File: src/rtl/traffic_pkg.sv
// Shared encodings for the intersection controller: light codes, phase codes and
// the per-phase duration lookup used by the FSM and its self-checks.
package traffic_pkg;

  typedef enum logic [1:0] {
    LightRed    = 2'd0,
    LightGreen  = 2'd1,
    LightYellow = 2'd2
  } light_e;

  typedef enum logic [2:0] {
    PhNsG  = 3'd0,
    PhNsY  = 3'd1,
    PhAr1  = 3'd2,
    PhEwG  = 3'd3,
    PhEwY  = 3'd4,
    PhAr2  = 3'd5,
    PhWalk = 3'd6
  } phase_e;

  localparam logic [2:0] PhIllegal = 3'd7;

  typedef enum logic {
    DirNs = 1'b0,
    DirEw = 1'b1
  } dir_e;

  function automatic int unsigned phase_duration(input logic [2:0]  ph,
                                                 input int unsigned green_t,
                                                 input int unsigned yellow_t,
                                                 input int unsigned allred_t,
                                                 input int unsigned walk_t);
    case (ph)
      PhNsG, PhEwG: return green_t;
      PhNsY, PhEwY: return yellow_t;
      PhAr1, PhAr2: return allred_t;
      PhWalk:       return walk_t;
      default:      return 1;
    endcase
  endfunction

endpackage

File: src/rtl/traffic_phase_timer.sv
// Phase countdown: loads a value on request, otherwise decrements to zero and holds.
// done_o flags the last cycle of the current phase.
module traffic_phase_timer #(
  parameter int unsigned CNT_W = 8
) (
  input  logic             clk,
  input  logic             reset,
  input  logic             load_i,
  input  logic [CNT_W-1:0] load_val_i,
  output logic [CNT_W-1:0] count_o,
  output logic             done_o
);

  logic [CNT_W-1:0] count_d, count_q;

  always_comb begin
    count_d = count_q;
    if (load_i) begin
      count_d = load_val_i;
    end else if (count_q != '0) begin
      count_d = count_q - CNT_W'(1);
    end
  end

  always_ff @(posedge clk) begin
    if (!reset) begin
      count_q <= '0;
    end else begin
      count_q <= count_d;
    end
  end

  assign count_o = count_q;
  assign done_o  = (count_q == '0);

endmodule

File: src/rtl/traffic_xsection_ctrl.sv
// Two-road intersection light controller with latched pedestrian walk phase.
// Define TRAFFIC_SENSE_EN to extend NS green while no EW vehicle or walk is waiting.
module traffic_xsection_ctrl
  import traffic_pkg::*;
#(
  parameter int unsigned CNT_W    = 8,
  parameter int unsigned GREEN_T  = 40,
  parameter int unsigned YELLOW_T = 5,
  parameter int unsigned ALLRED_T = 2,
  parameter int unsigned WALK_T   = 10
) (
  input  logic             clk,
  input  logic             reset,
  input  logic             ped_req,
  input  logic             ew_car,
  output logic [1:0]       ns_light,
  output logic [1:0]       ew_light,
  output logic             walk,
  output logic             ped_ack,
  output logic [2:0]       phase,
  output logic [CNT_W-1:0] time_left,
  output logic             p1,
  output logic             p2,
  output logic             p3
);

  localparam int unsigned MaxGy  = (GREEN_T > YELLOW_T) ? GREEN_T : YELLOW_T;
  localparam int unsigned MaxAw  = (ALLRED_T > WALK_T) ? ALLRED_T : WALK_T;
  localparam int unsigned MaxT   = (MaxGy > MaxAw) ? MaxGy : MaxAw;
  localparam longint unsigned CntMax = (64'd1 << CNT_W) - 64'd1;

  if (GREEN_T == 0 || YELLOW_T == 0 || ALLRED_T == 0 || WALK_T == 0) begin : g_zero_duration
    $error("traffic_xsection_ctrl: every phase duration must be at least 1");
  end
  if (longint'(MaxT) - 1 > CntMax) begin : g_counter_too_narrow
    $error("traffic_xsection_ctrl: CNT_W too narrow for the longest phase");
  end

  logic [2:0]       phase_d, phase_q;
  dir_e             next_dir_d, next_dir_q;
  logic             ped_pending_d, ped_pending_q;
  logic             ped_ack_d, ped_ack_q;
  logic             enter_walk;
  logic             tmr_load, tmr_done;
  logic [CNT_W-1:0] tmr_load_val, tmr_count;

  traffic_phase_timer #(
    .CNT_W (CNT_W)
  ) u_timer (
    .clk        (clk),
    .reset      (reset),
    .load_i     (tmr_load),
    .load_val_i (tmr_load_val),
    .count_o    (tmr_count),
    .done_o     (tmr_done)
  );

  always_ff @(posedge clk) begin
    if (!reset) begin
      phase_q       <= PhAr2;
      next_dir_q    <= DirNs;
      ped_pending_q <= 1'b0;
      ped_ack_q     <= 1'b0;
    end else begin
      phase_q       <= phase_d;
      next_dir_q    <= next_dir_d;
      ped_pending_q <= ped_pending_d;
      ped_ack_q     <= ped_ack_d;
    end
  end

  always_comb begin
    phase_d    = phase_q;
    next_dir_d = next_dir_q;
    tmr_load   = 1'b0;
    if (phase_q == PhIllegal) begin
      phase_d  = PhAr2;
      tmr_load = 1'b1;
    end else if (tmr_done) begin
      tmr_load = 1'b1;
      case (phase_q)
        PhNsG: begin
`ifdef TRAFFIC_SENSE_EN
          phase_d = (!ew_car && !ped_pending_q) ? PhNsG : PhNsY;
`else
          phase_d = PhNsY;
`endif
        end
        PhNsY: phase_d = PhAr1;
        PhAr1: begin
          next_dir_d = DirEw;
          phase_d    = ped_pending_q ? PhWalk : PhEwG;
        end
        PhEwG: phase_d = PhEwY;
        PhEwY: phase_d = PhAr2;
        PhAr2: begin
          next_dir_d = DirNs;
          phase_d    = ped_pending_q ? PhWalk : PhNsG;
        end
        PhWalk:  phase_d = (next_dir_q == DirEw) ? PhEwG : PhNsG;
        default: phase_d = PhAr2;
      endcase
    end
    // Recovery from the illegal code lands in AR2 with an empty counter.
    tmr_load_val = (phase_q == PhIllegal) ? '0 :
                   CNT_W'(phase_duration(phase_d, GREEN_T, YELLOW_T, ALLRED_T, WALK_T) - 1);
    enter_walk    = (phase_d == PhWalk) && (phase_q != PhWalk);
    // A request arriving in the same cycle as the clear keeps the latch set.
    ped_pending_d = ped_req | (ped_pending_q & ~enter_walk);
    ped_ack_d     = enter_walk;
  end

`ifndef TRAFFIC_SENSE_EN
  logic unused_ew_car;
  assign unused_ew_car = ew_car;
`endif

  always_comb begin
    ns_light = LightRed;
    ew_light = LightRed;
    walk     = 1'b0;
    case (phase_q)
      PhNsG:   ns_light = LightGreen;
      PhNsY:   ns_light = LightYellow;
      PhEwG:   ew_light = LightGreen;
      PhEwY:   ew_light = LightYellow;
      PhWalk:  walk     = 1'b1;
      default: ;
    endcase
  end

  assign phase     = phase_q;
  assign time_left = tmr_count;
  assign ped_ack   = ped_ack_q;

  assign p1 = (phase_q == PhIllegal);
  assign p2 = !p1 && (32'(tmr_count) >
              (phase_duration(phase_q, GREEN_T, YELLOW_T, ALLRED_T, WALK_T) - 1));
  assign p3 = ((ns_light != LightRed) && (ew_light != LightRed)) ||
              (walk && ((ns_light != LightRed) || (ew_light != LightRed)));

endmodule
File: config.mk
export PLATFORM = sky130hd
export DESIGN_NAME = traffic_xsection_ctrl
export DESIGN_NICKNAME = d
export VERILOG_FILES = /design/src/rtl/traffic_pkg.sv /design/src/rtl/traffic_phase_timer.sv /design/src/rtl/traffic_xsection_ctrl.sv
export SDC_FILE = /design/constraint.sdc
export NUM_CORES = 1
export LEC_CHECK = 0
export CORE_ASPECT_RATIO = 0.5
export CORE_MARGIN = 8
export CORE_UTILIZATION = 35
export DETAILED_ROUTE_END_ITERATION = 7
export GPL_TIMING_DRIVEN = 0
export PLACE_DENSITY_LB_ADDON = 0.15
export SLEW_MARGIN = 20
export SYNTH_ARGS = -nofsm -noshare
export SYNTH_HDL_FRONTEND = slang
export SYNTH_SLANG_ARGS = --single-unit
File: constraint.sdc
create_clock -name clk -period 3.42 [get_ports clk]
set_input_delay 0.513 -clock clk [delete_from_list [all_inputs] [get_ports clk]]
set_output_delay 0.513 -clock clk [all_outputs]
set_load 0.01 [all_outputs]
==> summary.txt <==
Most common cell after layout, fill and taps aside -> sky130_fd_sc_hd__clkdlybuf4s50_1
Worst Path Arrival -> 2.75 ns
Core footprint -> 0.00343 mm2
Total number of clock tree sinks -> 14
Pin slew with the least headroom to its limit -> 0.519 ns
Number of synthesis warnings -> 0
Dominant cell type by area after synthesis -> sky130_fd_sc_hd__dfxtp_1
Critical setup path kind -> reg -> out
Slew Limit Headroom -> 0.651
Setup repair after global routing missed its margin -> no
Distinct cell type count of the synthesized netlist -> 52
Final hold violations -> 0
Sum of routed wire length over all layers -> 3.54 mm
Status -> completed
Share of the synthesized area in the top cell type -> 0.223
Maximum buffer depth of the clock tree -> 2
EDFF count, synth -> 0
Class of the most critical hold timing path -> reg -> reg
Number of global-route vias before repair -> 1,172
Count of H-tree levels built during CTS -> 1
LEAKAGE -> 0.654 nW
Net count, final -> 197
CP Capture Type -> primary output
PortBufs -> 20
I/O pins -> 24
Final routed DRC violation total -> 0
Clock tree root driver cell -> sky130_fd_sc_hd__clkbuf_8
Vias after detailed routing -> 1,221
CTS tree -> built
Half-perimeter wire length after detailed placement -> 2.62 mm
Maximum number of pins on one net before global-route repair -> 11
Worst path setup slack after routing -> 0.157 ns
Insertion delay to the later sink of the worst-skew pair -> 0.25 ns
Worst supply voltage drop on vdd -> 0.318 mV
DRC marker count from the first detailed-route iteration -> 87
Starting utilization of the core area -> 0.365
Cell area after technology mapping -> 0.00125 mm2
Routed Antenna Nets -> 0
Via count normalized by instance count -> 5.26
Commonest cells after routing, fill and taps aside -> sky130_fd_sc_hd__clkdlybuf4s50_1 (19), sky130_fd_sc_hd__ha_1 (11), sky130_fd_sc_hd__dfxtp_1 (11)
Clk_skew -> 0.00173 ns
Die span in y -> 58.3 um
Count of pins over their slew limit -> 0
Fillers -> 335
Final min period -> 3.26 ns
DP Area -> 0.00152 mm2
First-pass GRT wire length -> 6.22 mm
Highest net fanout along the worst path -> 10
Post-synthesis register bit count -> 14
Power Density -> 1020 mW/mm2
Row count -> 15
Register-to-register setup slack -> 0.85 ns
DP Worst Slack -> -0.118 ns
Post-CTS Hold Fix Bufs -> 0
Router iterations before antenna repair -> 4
Fraction of synthesis flops using an asynchronous set or reset pin -> 0
Overall global routing resource usage -> 0.134
Final global-route overflow total -> 0
Clock buffer count from CTS -> 3
Dominant cells by area after synthesis -> sky130_fd_sc_hd__dfxtp_1 (22%), sky130_fd_sc_hd__ha_1 (11%), sky130_fd_sc_hd__a21oi_1 (4.4%), sky130_fd_sc_hd__nor2_1 (3.3%), sky130_fd_sc_hd__nand2_1 (3.0%)
Final weighted congestion of routability-driven global placement -> 0.866
Wire length per cell -> 15.2 um
Cells after synthesis -> 154
Setup crit start kind -> register
Die Footprint -> 0.00587 mm2
Number of antenna cells inserted -> 0
Synthesized area per cell -> 8.15 um2
Synth-to-Final Area Change -> 31.0%
Commonest register cell after synthesis -> sky130_fd_sc_hd__dfxtp_1
Number of violations of the max-capacitance limit -> 0
Final number of setup-violating endpoints -> 0
Clock-pin slew reported for the worst setup and hold paths after clock tree synthesis -> 0.06 ns
Fraction of final layout cells sized beyond drive strength 1 -> 0.199
Share of the clock period used by the worst path -> 0.954
Required time at the endpoint of the critical path -> 2.91 ns
Post-route standard cell area excluding fillers -> 0.00164 mm2
Die width -> 101 um
Highest attainable clock frequency -> 306 MHz
Seq/Total Area, Yosys -> 0.223
Initial antenna violation count -> 0
-- layout make-up --
| type | instances | area [um2] | area share |
|---|---|---|---|
| well taps | 51 | 63.8 | 0.0388 |
| repair buffers | 22 | 214 | 0.130 |
| multi-input cells | 125 | 906 | 0.551 |
| plain buffers | 11 | 103 | 0.0624 |
| inverters | 5 | 18.8 | 0.0114 |
| clock buffers | 4 | 55.1 | 0.0335 |
| flip-flops and latches | 14 | 284 | 0.173 |
-- layer usage --
layer | GRT usage | part of all wire | vias to the layer above
met1 | 0.191 | 0.52 | 574
met5 | 0 | 0 | -
met4 | 0.0574 | 0.016 | 0
li1 | - | - | 621
met2 | 0.184 | 0.41 | 22
met3 | 0.0341 | 0.051 | 4
-- state kept, by name (all words and copies together), names as in the netlist --
name,count
next_dir_q,1
ped_ack,1
ped_pending_q,1
phase,3
u_timer.count_o,8
-- cells by family (layout without fill, tap and decap cells) --
group	Yosys count	after routing	share of synthesized area
XOR/XNOR	3	3	0.0209
flip-flops	14	14	0.223
AND/OR/NAND/NOR	65	65	0.319
buffers and inverters	16	42	0.0788
other	1	2	0.00299
multiplexers	3	3	0.0279
AO/OA/AOI/OAI	41	41	0.217
adder cells (fa/ha/maj)	11	11	0.110
-- worst max-delay path, cell delays in order, from the launching register on --
cell                            delay [ns]
sky130_fd_sc_hd__dfxtp_2              0.33
sky130_fd_sc_hd__buf_6                0.14
sky130_fd_sc_hd__buf_2                0.19
sky130_fd_sc_hd__nor3_2               0.22
sky130_fd_sc_hd__nor2_1               0.12
sky130_fd_sc_hd__ha_1                 0.31
sky130_fd_sc_hd__ha_1                 0.30
sky130_fd_sc_hd__nand4_1              0.07
sky130_fd_sc_hd__or4_1                0.40
sky130_fd_sc_hd__nand3_1              0.09
sky130_fd_sc_hd__a31oi_1              0.04
sky130_fd_sc_hd__dlygate4sd2_1        0.29
-- path summary, 6_finish.rpt --
path / depth (start not counted) / from / endpoint
hold / removal: 2 / next_dir_q$_SDFFE_PN0P_ / next_dir_q$_SDFFE_PN0P_
hold reg to reg: 2 / next_dir_q$_SDFFE_PN0P_ / next_dir_q$_SDFFE_PN0P_
setup reg to reg: 10 / u_timer.count_o[0]$_SDFFE_PN0P_ / u_timer.count_o[6]$_SDFFE_PN0P_
setup / recovery: 11 / phase[2]$_SDFF_PN1_ / p2
-- power breakdown --
group | internal [W] | total [W] | switching (W)
sequential | 0.000219 | 0.000324 | 0.000105
combinational | 0.000591 | 0.00118 | 0.000591
clock | 0.000102 | 0.000169 | 0.0000666
-- synthesized netlist by cell type, types with 2 or more instances --
| master | number |
|---|---|
| sky130_fd_sc_hd__dfxtp_1 | 14 |
| sky130_fd_sc_hd__a21oi_1 | 11 |
| sky130_fd_sc_hd__ha_1 | 11 |
| sky130_fd_sc_hd__nor2_1 | 11 |
| sky130_fd_sc_hd__nand2_1 | 10 |
| sky130_fd_sc_hd__o21ai_0 | 7 |
| sky130_fd_sc_hd__nor2b_1 | 6 |
| sky130_fd_sc_hd__nor3_1 | 6 |
| sky130_fd_sc_hd__inv_1 | 5 |
| sky130_fd_sc_hd__o21a_1 | 5 |
| sky130_fd_sc_hd__buf_2 | 4 |
| sky130_fd_sc_hd__nand2b_1 | 4 |
| sky130_fd_sc_hd__nand3_1 | 4 |
| sky130_fd_sc_hd__a31oi_1 | 3 |
| sky130_fd_sc_hd__and3_1 | 3 |
| sky130_fd_sc_hd__nand3b_1 | 3 |
| sky130_fd_sc_hd__o31ai_1 | 3 |
| sky130_fd_sc_hd__and2_1 | 2 |
| sky130_fd_sc_hd__buf_6 | 2 |
| sky130_fd_sc_hd__clkbuf_1 | 2 |
| sky130_fd_sc_hd__mux2i_1 | 2 |
| sky130_fd_sc_hd__nor3b_1 | 2 |
| sky130_fd_sc_hd__nor4_1 | 2 |
| sky130_fd_sc_hd__o21ai_1 | 2 |
| sky130_fd_sc_hd__or4_1 | 2 |
| sky130_fd_sc_hd__xor2_1 | 2 |
-- through the flow --
| stage | std cells | setup TNS (ns) | util | hold WS, ns | power (W) |
|---|---|---|---|---|---|
| after detailed placement | 226 | -0.118 | 0.443 | 0.528 | 0.00144 |
| final | 232 | 0 | 0.479 | 0.535 | 0.00167 |
| after floorplan | 155 | 0 | - | 0.499 | 0.00109 |
| after global routing | 232 | 0 | 0.479 | 0.570 | 0.00184 |
| after global placement | 226 | -0.109 | 0.443 | 0.523 | 0.00143 |
| after CTS | 230 | 0 | 0.470 | 0.537 | 0.00163 |
-- timing repair --
action,CTS,global route
cloned,0,0
pin swaps,0,1
buffers inserted,0,2
endpoints found under the setup margin,1,1
gates resized for setup,14,6
(Power assumes the default switching activity.)
